## src/rtl/mk_design_queued.sv

```systemverilog
// mk_design_queued: operand FIFO feeding a multi-cycle multiply (MODE=0) or add
// (MODE=1) engine; the finished value is held for result/check until consumed.
module mk_design_queued #(
   parameter int W     = 5,
   parameter int DEPTH = 4,
   parameter int MODE  = 0
) (
   input  logic                   CLK,
   input  logic                   RST,
   input  logic [W-1:0]           start_a,
   input  logic [W-1:0]           start_b,
   input  logic                   EN_start,
   output logic                   stready,
   input  logic [W-1:0]           result_c,
   output logic [W-1:0]           result,
   output logic                   resready,
   input  logic [W-1:0]           check_d,
   input  logic                   EN_check,
   output logic [W-1:0]           check,
   output logic                   chready,
   output logic [$clog2(DEPTH):0] count
);
   localparam int PW = $clog2(DEPTH);
   localparam int CW = PW + 1;
   localparam int IW = $clog2(W);

   typedef enum logic [1:0] {S_IDLE, S_BUSY, S_DONE} state_t;

   logic [W-1:0]  mem_a [DEPTH];
   logic [W-1:0]  mem_b [DEPTH];
   logic [PW-1:0] wr_ptr;
   logic [PW-1:0] rd_ptr;
   state_t        state;
   logic [W-1:0]  op_a;
   logic [W-1:0]  op_b;
   logic [W-1:0]  acc;
   logic [W-1:0]  p;
   logic [IW-1:0] iter;
   logic [W-1:0]  partial;
   logic          push;
   logic          pop;

   // stready deliberately ignores a same-cycle pop: a full FIFO never accepts.
   assign stready = (count != CW'(DEPTH));
   assign push    = EN_start && stready;
   assign pop     = (count != '0) &&
                    ((state == S_IDLE) || ((state == S_DONE) && EN_check));
   assign partial = op_b[iter] ? (op_a << iter) : '0;

   assign resready = (state == S_DONE);
   assign chready  = resready;
   assign result   = resready ? (p + result_c) : '0;
   assign check    = chready ? (p ^ check_d) : '0;

   // NOTE: the operand storage is cleared on reset like every other register so
   // nothing stale survives; at this depth it is flops, not a RAM macro.
   always_ff @(posedge CLK or posedge RST) begin
      if (RST) begin
         for (int i = 0; i < DEPTH; i++) begin
            mem_a[i] <= '0;
            mem_b[i] <= '0;
         end
      end else if (push) begin
         mem_a[wr_ptr] <= start_a;
         mem_b[wr_ptr] <= start_b;
      end
   end

   // NOTE: sequential state uses non-blocking assignments only, so every
   // register sees the pre-edge values of the others regardless of order.
   always_ff @(posedge CLK or posedge RST) begin
      if (RST) begin
         wr_ptr <= '0;
         rd_ptr <= '0;
         count  <= '0;
      end else begin
         if (push) wr_ptr <= wr_ptr + PW'(1);
         if (pop)  rd_ptr <= rd_ptr + PW'(1);
         case ({push, pop})
            2'b10:   count <= count + CW'(1);
            2'b01:   count <= count - CW'(1);
            default: count <= count;
         endcase
      end
   end

   always_ff @(posedge CLK or posedge RST) begin
      if (RST) begin
         state <= S_IDLE;
         op_a  <= '0;
         op_b  <= '0;
         acc   <= '0;
         iter  <= '0;
         p     <= '0;
      end else if (pop) begin
         // Load straight from DONE as well as IDLE, avoiding an idle bubble.
         op_a  <= mem_a[rd_ptr];
         op_b  <= mem_b[rd_ptr];
         acc   <= '0;
         iter  <= '0;
         state <= S_BUSY;
      end else begin
         case (state)
            S_BUSY: begin
               if (MODE == 1) begin
                  p     <= op_a + op_b;
                  state <= S_DONE;
               end else begin
                  acc  <= acc + partial;
                  iter <= iter + IW'(1);
                  if (iter == IW'(W - 1)) begin
                     p     <= acc + partial;
                     state <= S_DONE;
                  end
               end
            end
            S_DONE: begin
               if (EN_check) state <= S_IDLE;
            end
            default: state <= S_IDLE;
         endcase
      end
   end

endmodule

```

## config.mk

```make
export PLATFORM = sky130hd
export DESIGN_NAME = mk_design_queued
export DESIGN_NICKNAME = d
export VERILOG_FILES = /design/src/rtl/mk_design_queued.sv
export SDC_FILE = /design/constraint.sdc
export NUM_CORES = 1
export LEC_CHECK = 0
export BUFFER_PORTS_ARGS = -buffer_cell sky130_fd_sc_hd__buf_2
export CAP_MARGIN = 20
export CELL_PAD_IN_SITES_DETAIL_PLACEMENT = 2
export CELL_PAD_IN_SITES_GLOBAL_PLACEMENT = 2
export CORE_MARGIN = 8
export CORE_UTILIZATION = 40
export CTS_CLUSTER_SIZE = 10
export DETAILED_ROUTE_END_ITERATION = 8
export GPL_ROUTABILITY_DRIVEN = 1
export PLACE_DENSITY = 0.9
export SLEW_MARGIN = 20
export SYNTH_ARGS = -nofsm -noshare
export SYNTH_HDL_FRONTEND = slang
export SYNTH_SLANG_ARGS = --single-unit
export TNS_END_PERCENT = 50
```

## constraint.sdc

```tcl
create_clock -name CLK -period 3.3 [get_ports CLK]
set_input_delay 0.66 -clock CLK [delete_from_list [all_inputs] [get_ports CLK]]
set_output_delay 0.66 -clock CLK [all_outputs]
set_load 0.1 [all_outputs]
```

# Yosys cells after proc, flatten, opt, wreduce, memory -nomap -nowiden
# Index checks and enable logic that the tools add are counted.
[totals] in_bits=24 out_inout_bits=16 register_bits=72
[classes] n_eq_ne=8 reduce_logical=11 bitwise=4 n_shift=1 n_mux=24 order_cmp=4 n_addsub=7
[op_table] operator="$mux W5" count=10
[op_table] operator="$bwmux W20" count=2
[op_table] operator="$bmux W5 S2" count=2
[op_table] operator="$add A5 B5 Y5" count=2
[op_table] operator="$demux W5 S2" count=1
[op_table] operator="$add A3 B1 Y3 const B" count=2
[op_table] operator="$ge A3 B3 Y1 const B" count=2
[op_table] operator="$mux W2" count=3
[op_table] operator="$mux W3" count=2
[op_table] operator="$ne A3 B3 Y1 const B" count=2
[op_table] operator="$not A2 Y3" count=2
[op_table] operator="$pmux W3 S2" count=1
[op_table] operator="$shl A5 B3 Y5" count=1
[op_table] operator="$xor A5 B5 Y5" count=1
[op_table] operator="$add A2 B1 Y2 const B" count=2
[op_table] operator="$eq A2 B1 Y1 const B" count=2
[op_table] operator="$eq A2 B2 Y1 const B" count=2
[op_table] operator="$logic_and A1 B1 Y1" count=4
[op_table] operator="$lt A3 B4 Y1 const B" count=1
[op_table] operator="$pmux W2 S2" count=1
[op_table] operator="$reduce_bool A2 Y1" count=2
[op_table] operator="$bmux W1 S3" count=1
[op_table] operator="$eq A3 B3 Y1 const B" count=1
[op_table] operator="$lt A3 B1 Y1 const B" count=1
[op_table] operator="9 further kinds" count=9

# Longest topological paths before layout
# Gate-level depths: netlist of the first run.
[depth] depth_word=6 mapped_depth=11

# Worst setup path before layout of the first run
# No wires, ideal clock.
[synth_timing] kind="register to register" start="register count[2]" end="register count[2]" synth_period_minus_slack_ps=3684 path_stages_with_launch=11 n_path_buf=1 arrival_time_ps=3521 setup_slack_ps=-384 setup_time_ps=163 cell_sequence="dfrtp_1 nand3_1 and2_1 buf_2 inv_2 ha_1 inv_1 fa_1 xor2_1 nor2_1 xor2_1"
[synth_between] elab_chain_cells=4 elab_cells_between_ends=10
[synth_rtl] item="start: declaration" line="21" source="output logic [$clog2(DEPTH):0] count"
[synth_rtl] item="start signal: assignment" line="80" source="2'b10: count <= count + CW'(1);"
[synth_rtl] item="start signal: assignment" line="81" source="2'b01: count <= count - CW'(1);"
[synth_rtl] item="start signal: assignment" line="82" source="default: count <= count;"
[synth_rtl] item="$ne A3 B3 Y1 (*)" line="44" source="assign stready = (count != CW'(DEPTH));"
[synth_rtl] item="via stready" line="13" source="output logic stready,"
[synth_rtl] item="$logic_and A1 B1 Y1 (*)" line="45" source="assign push = EN_start && stready;"
[synth_rtl] item="$eq A2 B1 Y1 / $eq A2 B2 Y1 (equally long branches)" line="79" source="case ({push, pop})"
[synth_rtl] item="$pmux W3 S2 / $reduce_bool A2 Y1 (equally long branches)"
# The timed path passes the listed nets; every way through them passes the cells marked *.
# A chain may end at the register's enable or synchronous reset.

# Final worst setup path of the first run
[layout_timing] start="register p[0]" end="output port result[4]"
[layout_between] elab_chain_cells=2
[layout_rtl] item="start: declaration" line="37" source="logic [W-1:0] p;"
[layout_rtl] item="start signal: assignment" line="106" source="p <= op_a + op_b;"
[layout_rtl] item="start signal: assignment" line="112" source="p <= acc + partial;"
[layout_rtl] item="$add A5 B5 Y5" line="52" source="assign result = resready ? (p + result_c) : '0;"
[layout_rtl] item="$mux W5" line="52"
[layout_rtl] item="end: declaration" line="15" source="output logic [W-1:0] result,"
# No other way between the ends.

==> results of run 1 <==
[cell usage after synthesis, drive strengths merged]
library cell  instances  area share
inv                  13       0.013
nor2b                 5      0.0085
or3                   2      0.0034
mux2i                 4       0.011
mux2                 53        0.16
o21ai                 9       0.012
a31oi                 1      0.0017
o31ai                 1      0.0020
or2                   1      0.0017
nor2                 16       0.018
a211oi                2      0.0041
xor2                  8       0.019
dfrtp                72        0.49
and3                  1      0.0017
buf                   9       0.017
a21o                  4      0.0082
a22oi                 1      0.0058
nand4                 1      0.0017
and2b                 1      0.0020
and2                  3      0.0051
fa                    3       0.016
nand2                19       0.022
mux4                 10       0.061
a21oi                 5      0.0068
ha                   15       0.051
o22ai                 4      0.0068
nor3                  2      0.0027
nand3                 2      0.0027
xnor2                12       0.029
a222oi                1      0.0027
clkbuf                2      0.0020
nand2b                3      0.0051
[critical path, stage by stage, from the launching register on]
cell	delay, ns
dfrtp_1	0.42
ha_1	0.22
fa_1	0.40
a21o_1	0.20
a21oi_1	0.17
xnor2_1	0.10
nor2_2	0.13
buf_12	0.19
[stage by stage]
| step | power (mW) | cells |
|---|---|---|
| 2_1_floorplan | 3.26 | 285 |
| 3_3_place_gp | 3.56 | 426 |
| 3_5_place_dp | 3.77 | 426 |
| 4_1_cts | 4.65 | 442 |
| 5_1_grt | 4.88 | 442 |
| 6_report | 4.57 | 442 |
[how the worst max path moves through the flow]
stage,from,end,slack (ns)
floorplan,result_c[0],result[2],-0.005
global placement,result_c[0],result[4],0.48
detailed placement,result_c[0],result[4],0.47
CTS,p[0],result[4],0.41
global route,iter[0],acc[4],0.34
finish,p[0],result[4],0.45
[registers in the layout, summed over array words and instances, names as in the netlist, 3 cells and up]
register  count
op_b          5
acc           5
iter          3
p             5
count         3
op_a          5
mem_b        20
mem_a        20
[per-layer routing]
layer | wire length, µm | GRT usage
met5 | 0 | 0
met4 | 121 | 0.0547
met1 | 3630 | 0.165
met2 | 4960 | 0.298
met3 | 322 | 0.0303
[cell type report]
type                       count  area [µm²]
timing repair buffer          41         225
multi-input combinational    189        1770
clock buffer                   9         124
tap                          111         139
sequential                    72        1800
fill                         900        4860
inverter                      13        48.8
clock inverter                 7         103
[kinds of logic after synthesis]
kind of cell | after synthesis | synth area share
buf+inv | 24 | 0.0320
fa+ha+maj | 18 | 0.0674
mux | 67 | 0.237
simple gates | 56 | 0.0753
compound gates | 28 | 0.0504
flops | 72 | 0.490
xor+xnor | 20 | 0.0477
[layout by cell type, fill, tap and decap left out, drive strengths merged, types with 2 or more instances in the layout]
cell type | synthesis | layout
a211oi | 2 | 2
a21o | 4 | 4
a21oi | 5 | 5
and2 | 3 | 3
buf | 9 | 41
bufinv | 0 | 2
clkbuf | 2 | 9
clkinv | 0 | 2
dfrtp | 72 | 72
fa | 3 | 3
ha | 15 | 15
inv | 13 | 15
mux2 | 53 | 53
mux2i | 4 | 4
mux4 | 10 | 10
nand2 | 19 | 19
nand2b | 3 | 3
nand3 | 2 | 2
nor2 | 16 | 16
nor2b | 5 | 5
nor3 | 2 | 2
o21ai | 9 | 9
o22ai | 4 | 4
or3 | 2 | 2
xnor2 | 12 | 12
xor2 | 8 | 8
[power breakdown]
part	switching, mW	internal [mW]	total (mW)
registers	0.425	1.33	1.75
clock network	0.377	0.433	0.811
logic	1.07	0.934	2.01
total	1.88	2.69	4.57
==> out/summary.txt, run 1 <==
clk_lat worst skew: 0.36 ns
H-tree depth: 3
Rows: 35
VDD IR-drop max: 0.508 mV
Max FO, Critical Path: 3
Least-Margin Pin Slew: 0.915 ns
post-layout util: 0.464
height of the die: 112 µm
clock buffer count from CTS: 9
Min Hold Slack: 0.491 ns
first-pass detailed-route iteration total: 4
Clock Sink Count: 72
Hold Path Depth: 2
Core Box Area: 0.00906 mm²
vias per inst: 5.31
reg-to-reg startpoint: iter[0]
gr ovfl total: 0
CTS tree: yes
First DRT Iteration DRCs: 94
routability cong.: 0.722
Routed Antenna Nets: 0
MaxCap Viol Count: 0
mean routed wirelength per cell: 20.4 µm
root buf cell: clkbuf_8
startpoint types: flip-flop
final hold viol count: 0
f_max: 351 MHz
post-CTS setup buffers: 0
Setup crit end kind: primary output
Die W: 112 µm
CP arrival: 2.19 ns
flop2flop setup slack: 0.54 ns
I/O pin count: 40
R2R Path End: acc[4]
sequential-to-total area share from yosys stat: 0.490
setup tns final: 0 ns
Hold EP: state[1]
headroom to the max-slew limit: 0.390
Avg Cell Area, Syn: 12.9 µm²
layout cell share with drive strength beyond 1: 0.278
kind of critical path: reg2out
Detailed Route WL: 9030 µm
mapped cell area: 0.00367 mm²
Area growth syn-to-layout: 14.5%
GRT Util Overall: 0.156
crit path time final: 2.85 ns
Finished Cell Area: 0.00421 mm²
Placed Instance Area: 0.00398 mm²
Die Footprint: 0.0125 mm²
vias: 2348
cells after synthesis: 285
Final Cycle Share: 0.864
Reg2Reg Depth: 9
Place WS: 0.469 ns
Yosys cell types: 41
min-delay worst type: in2reg
# hold bufs at CTS: 0
Lkg Pwr: 1.94 nW
IO Port Bufs: 39
flops & latches, synth: 72
largest net degree at the start of global routing: 73
skew final: 0.00896 ns
post-route setup slack: 0.449 ns
CTS resizes: 0
setup violators final: 0
# diodes: 0
clock buffer depth: 2
status: finished clean
Yosys warning total: 0
RSZ-0062 raised after global routing: false
Pins Over Slew Limit: 0
initial antenna violation count: 0
number of global-route vias before repair: 2834
first-pass GRT wire length: 15300 µm
PwrDens: 1090 mW/mm²
hold path startpoint: EN_check
worst endpoint required time: 2.64 ns
hpwl dp: 6230 µm
clk slew on worst S/H paths: 0.09 ns
syn nets: 327
DRC: 0
Starting Density: 0.405
Final #Nets: 368
Note: power is estimated with default switching activity, not from simulation.
==> run 2, diff against run 1 <==
RECOVER_POWER = 25   (was not set)
SLEW_MARGIN = 15   (was 20)
==> run 2 against run 1 <==
Against the previous run: the run now ends with capacitance limit, slew limit left; non-clock buffer count stayed put; register-to-register slack about the same; largest cell class unchanged; die area did not move; critical path type unchanged; worst setup slack unchanged; flip-flop and latch count did not move; highest routed layer unchanged; clock power about the same.
==> out/summary.txt, run 2 (synthesized netlist as in run 1, its figures left out) <==
layout cell share with drive strength beyond 1: 0.275 (-0.00302)
IO Port Bufs: 39 (unchanged)
Least-Margin Pin Slew: 1.78 ns (+0.862 ns)
CP arrival: 2.19 ns (about the same)
clock buffer count from CTS: 9 (unchanged)
Area growth syn-to-layout: 14.5% (about the same)
Detailed Route WL: 9030 µm (about the same)
Worst path slowest cell: dfrtp_1
Rows: 35 (unchanged)
skew final: 0.00896 ns (unchanged)
commonest non-fill, non-tap cell in the layout: dfrtp_1
Starting Density: 0.405 (unchanged)
failing checks: capacitance limit, slew limit
gr ovfl total: 0 (unchanged)
vias per inst: 5.31 (unchanged)
Final #Nets: 368 (unchanged)
Pins Over Slew Limit: 73 (+73)
flop2flop setup slack: 0.54 ns (about the same)
# diodes: 0 (unchanged)
CTS resizes: 0 (unchanged)
first-pass GRT wire length: 15300 µm (unchanged)
largest net degree at the start of global routing: 73 (unchanged)
crit path time final: 2.85 ns (unchanged)
timing startpoint of the critical path: p[0]
number of global-route vias before repair: 2834 (unchanged)
R2R Path End: acc[4]
mean routed wirelength per cell: 20.4 µm (about the same)
top flop regs: mem_a x20, mem_b x20
PwrDens: 1090 mW/mm² (about the same)
routability cong.: 0.722 (unchanged)
startpoint types: flip-flop
post-CTS setup buffers: 0 (unchanged)
initial antenna violation count: 0 (unchanged)
Setup crit end kind: primary output
RSZ-0062 raised after global routing: false
Clock Sink Count: 72 (unchanged)
Crit path largest cell delay: 0.42 ns (about the same)
First DRT Iteration DRCs: 94 (unchanged)
Lkg Pwr: 1.94 nW (about the same)
DRC: 0 (unchanged)
Post-Layout Cell Count: 442 (unchanged)
Post-Place Cells: 426 (unchanged)
H-tree depth: 3 (unchanged)
Reg2Reg Depth: 9 (unchanged)
clk slew on worst S/H paths: 0.09 ns (about the same)
vias: 2348 (unchanged)
Max FO, Critical Path: 3 (unchanged)
worst endpoint required time: 2.64 ns (about the same)
hpwl dp: 6230 µm (unchanged)
VDD IR-drop max: 0.508 mV (about the same)
setup tns final: 0 ns (unchanged)
reg-to-reg startpoint: iter[0]
most frequent cells in the layout: 72 x dfrtp_1, 41 x mux2_1, 38 x buf_2, 15 x nand2_1, 15 x ha_1
headroom to the max-slew limit: -0.185 (-0.575)
Core Box Area: 0.00906 mm² (unchanged)
Die W: 112 µm (unchanged)
Final Cycle Share: 0.864 (unchanged)
f_max: 351 MHz (unchanged)
post-layout util: 0.464 (about the same)
min-delay worst type: in2reg
kind of critical path: reg2out
CTS tree: yes
CP Capture Point: result[4]
height of the die: 112 µm (unchanged)
sequence of cells on the critical path: ha_1 > fa_1 > a21o_1 > a21oi_1 > xnor2_1 > nor2_2 > buf_12
root buf cell: clkbuf_8
Die Footprint: 0.0125 mm² (unchanged)
clock buffer depth: 2 (unchanged)
setup violators final: 0 (unchanged)
I/O pin count: 40 (unchanged)
MaxCap Viol Count: 1 (+1)
first-pass detailed-route iteration total: 4 (unchanged)
final hold viol count: 0 (unchanged)
# hold bufs at CTS: 0 (unchanged)
status: finished with violations
GRT Util Overall: 0.156 (unchanged)
clk_lat worst skew: 0.36 ns (about the same)
Routed Antenna Nets: 0 (unchanged)
## run 2: changes by cell type in the layout (fill, tap and decap cells not counted), sizes merged
| cell | previous run | this run |
|---|---|---|
| buf | 41 | 40 |
| clkbuf | 9 | 10 |
## run 2: critical path, delay by kind of cell (launching register included)
kind | cells | cell delay (ns)
buf+inv | 1 | 0.19
fa+ha+maj | 2 | 0.62
flops | 1 | 0.42
simple gates | 1 | 0.13
compound gates | 2 | 0.37
xor+xnor | 1 | 0.10
## run 2: worst min path at each step
| stage | start | cells after the start | endpoint | slack (ns) |
|---|---|---|---|---|
| 4_1_cts | EN_check | 2 | state[1] | 0.48 |
| 6_report | EN_check | 2 | state[1] | 0.49 |
| 2_1_floorplan | mem_a[14] | 1 | mem_a[14] | 0.46 |
| 5_1_grt | EN_check | 2 | state[1] | 0.49 |
| 3_3_place_gp | mem_b[9] | 1 | mem_b[9] | 0.47 |
| 3_5_place_dp | mem_b[10] | 1 | mem_b[10] | 0.48 |
## run 2: final cells by class
type,instances,area (µm²)
multi-input combinational,189,1770
fill,901,4860
timing repair buffer,41,223
clock buffer,9,124
sequential,72,1800
inverter,13,48.8
tap,111,139
clock inverter,7,103
## run 2: metrics by stage
step	total power, mW	hold slack, ns	cell area [µm²]	worst slack (ns)
detailed placement	3.77	0.481	3980	0.469
global placement	3.56	0.468	3980	0.477
CTS	4.65	0.477	4210	0.414
global route	4.88	0.488	4210	0.338
finish	4.57	0.491	4210	0.449
floorplan	3.26	0.459	3680	-0.00472
## run 2: where the power goes
group | leakage (nW) | switching [mW] | internal, mW
clock network | 0.110 | 0.377 | 0.433
registers | 0.868 | 0.425 | 1.33
logic | 0.959 | 1.07 | 0.932
total | 1.94 | 1.88 | 2.69
## run 2: layer usage
metal / wire [µm] / part of all wire / GRT usage
met5: 0 / 0 / 0
met4: 121 / 0.013 / 0.0547
met3: 322 / 0.036 / 0.0303
met2: 4960 / 0.55 / 0.298
met1: 3630 / 0.40 / 0.165
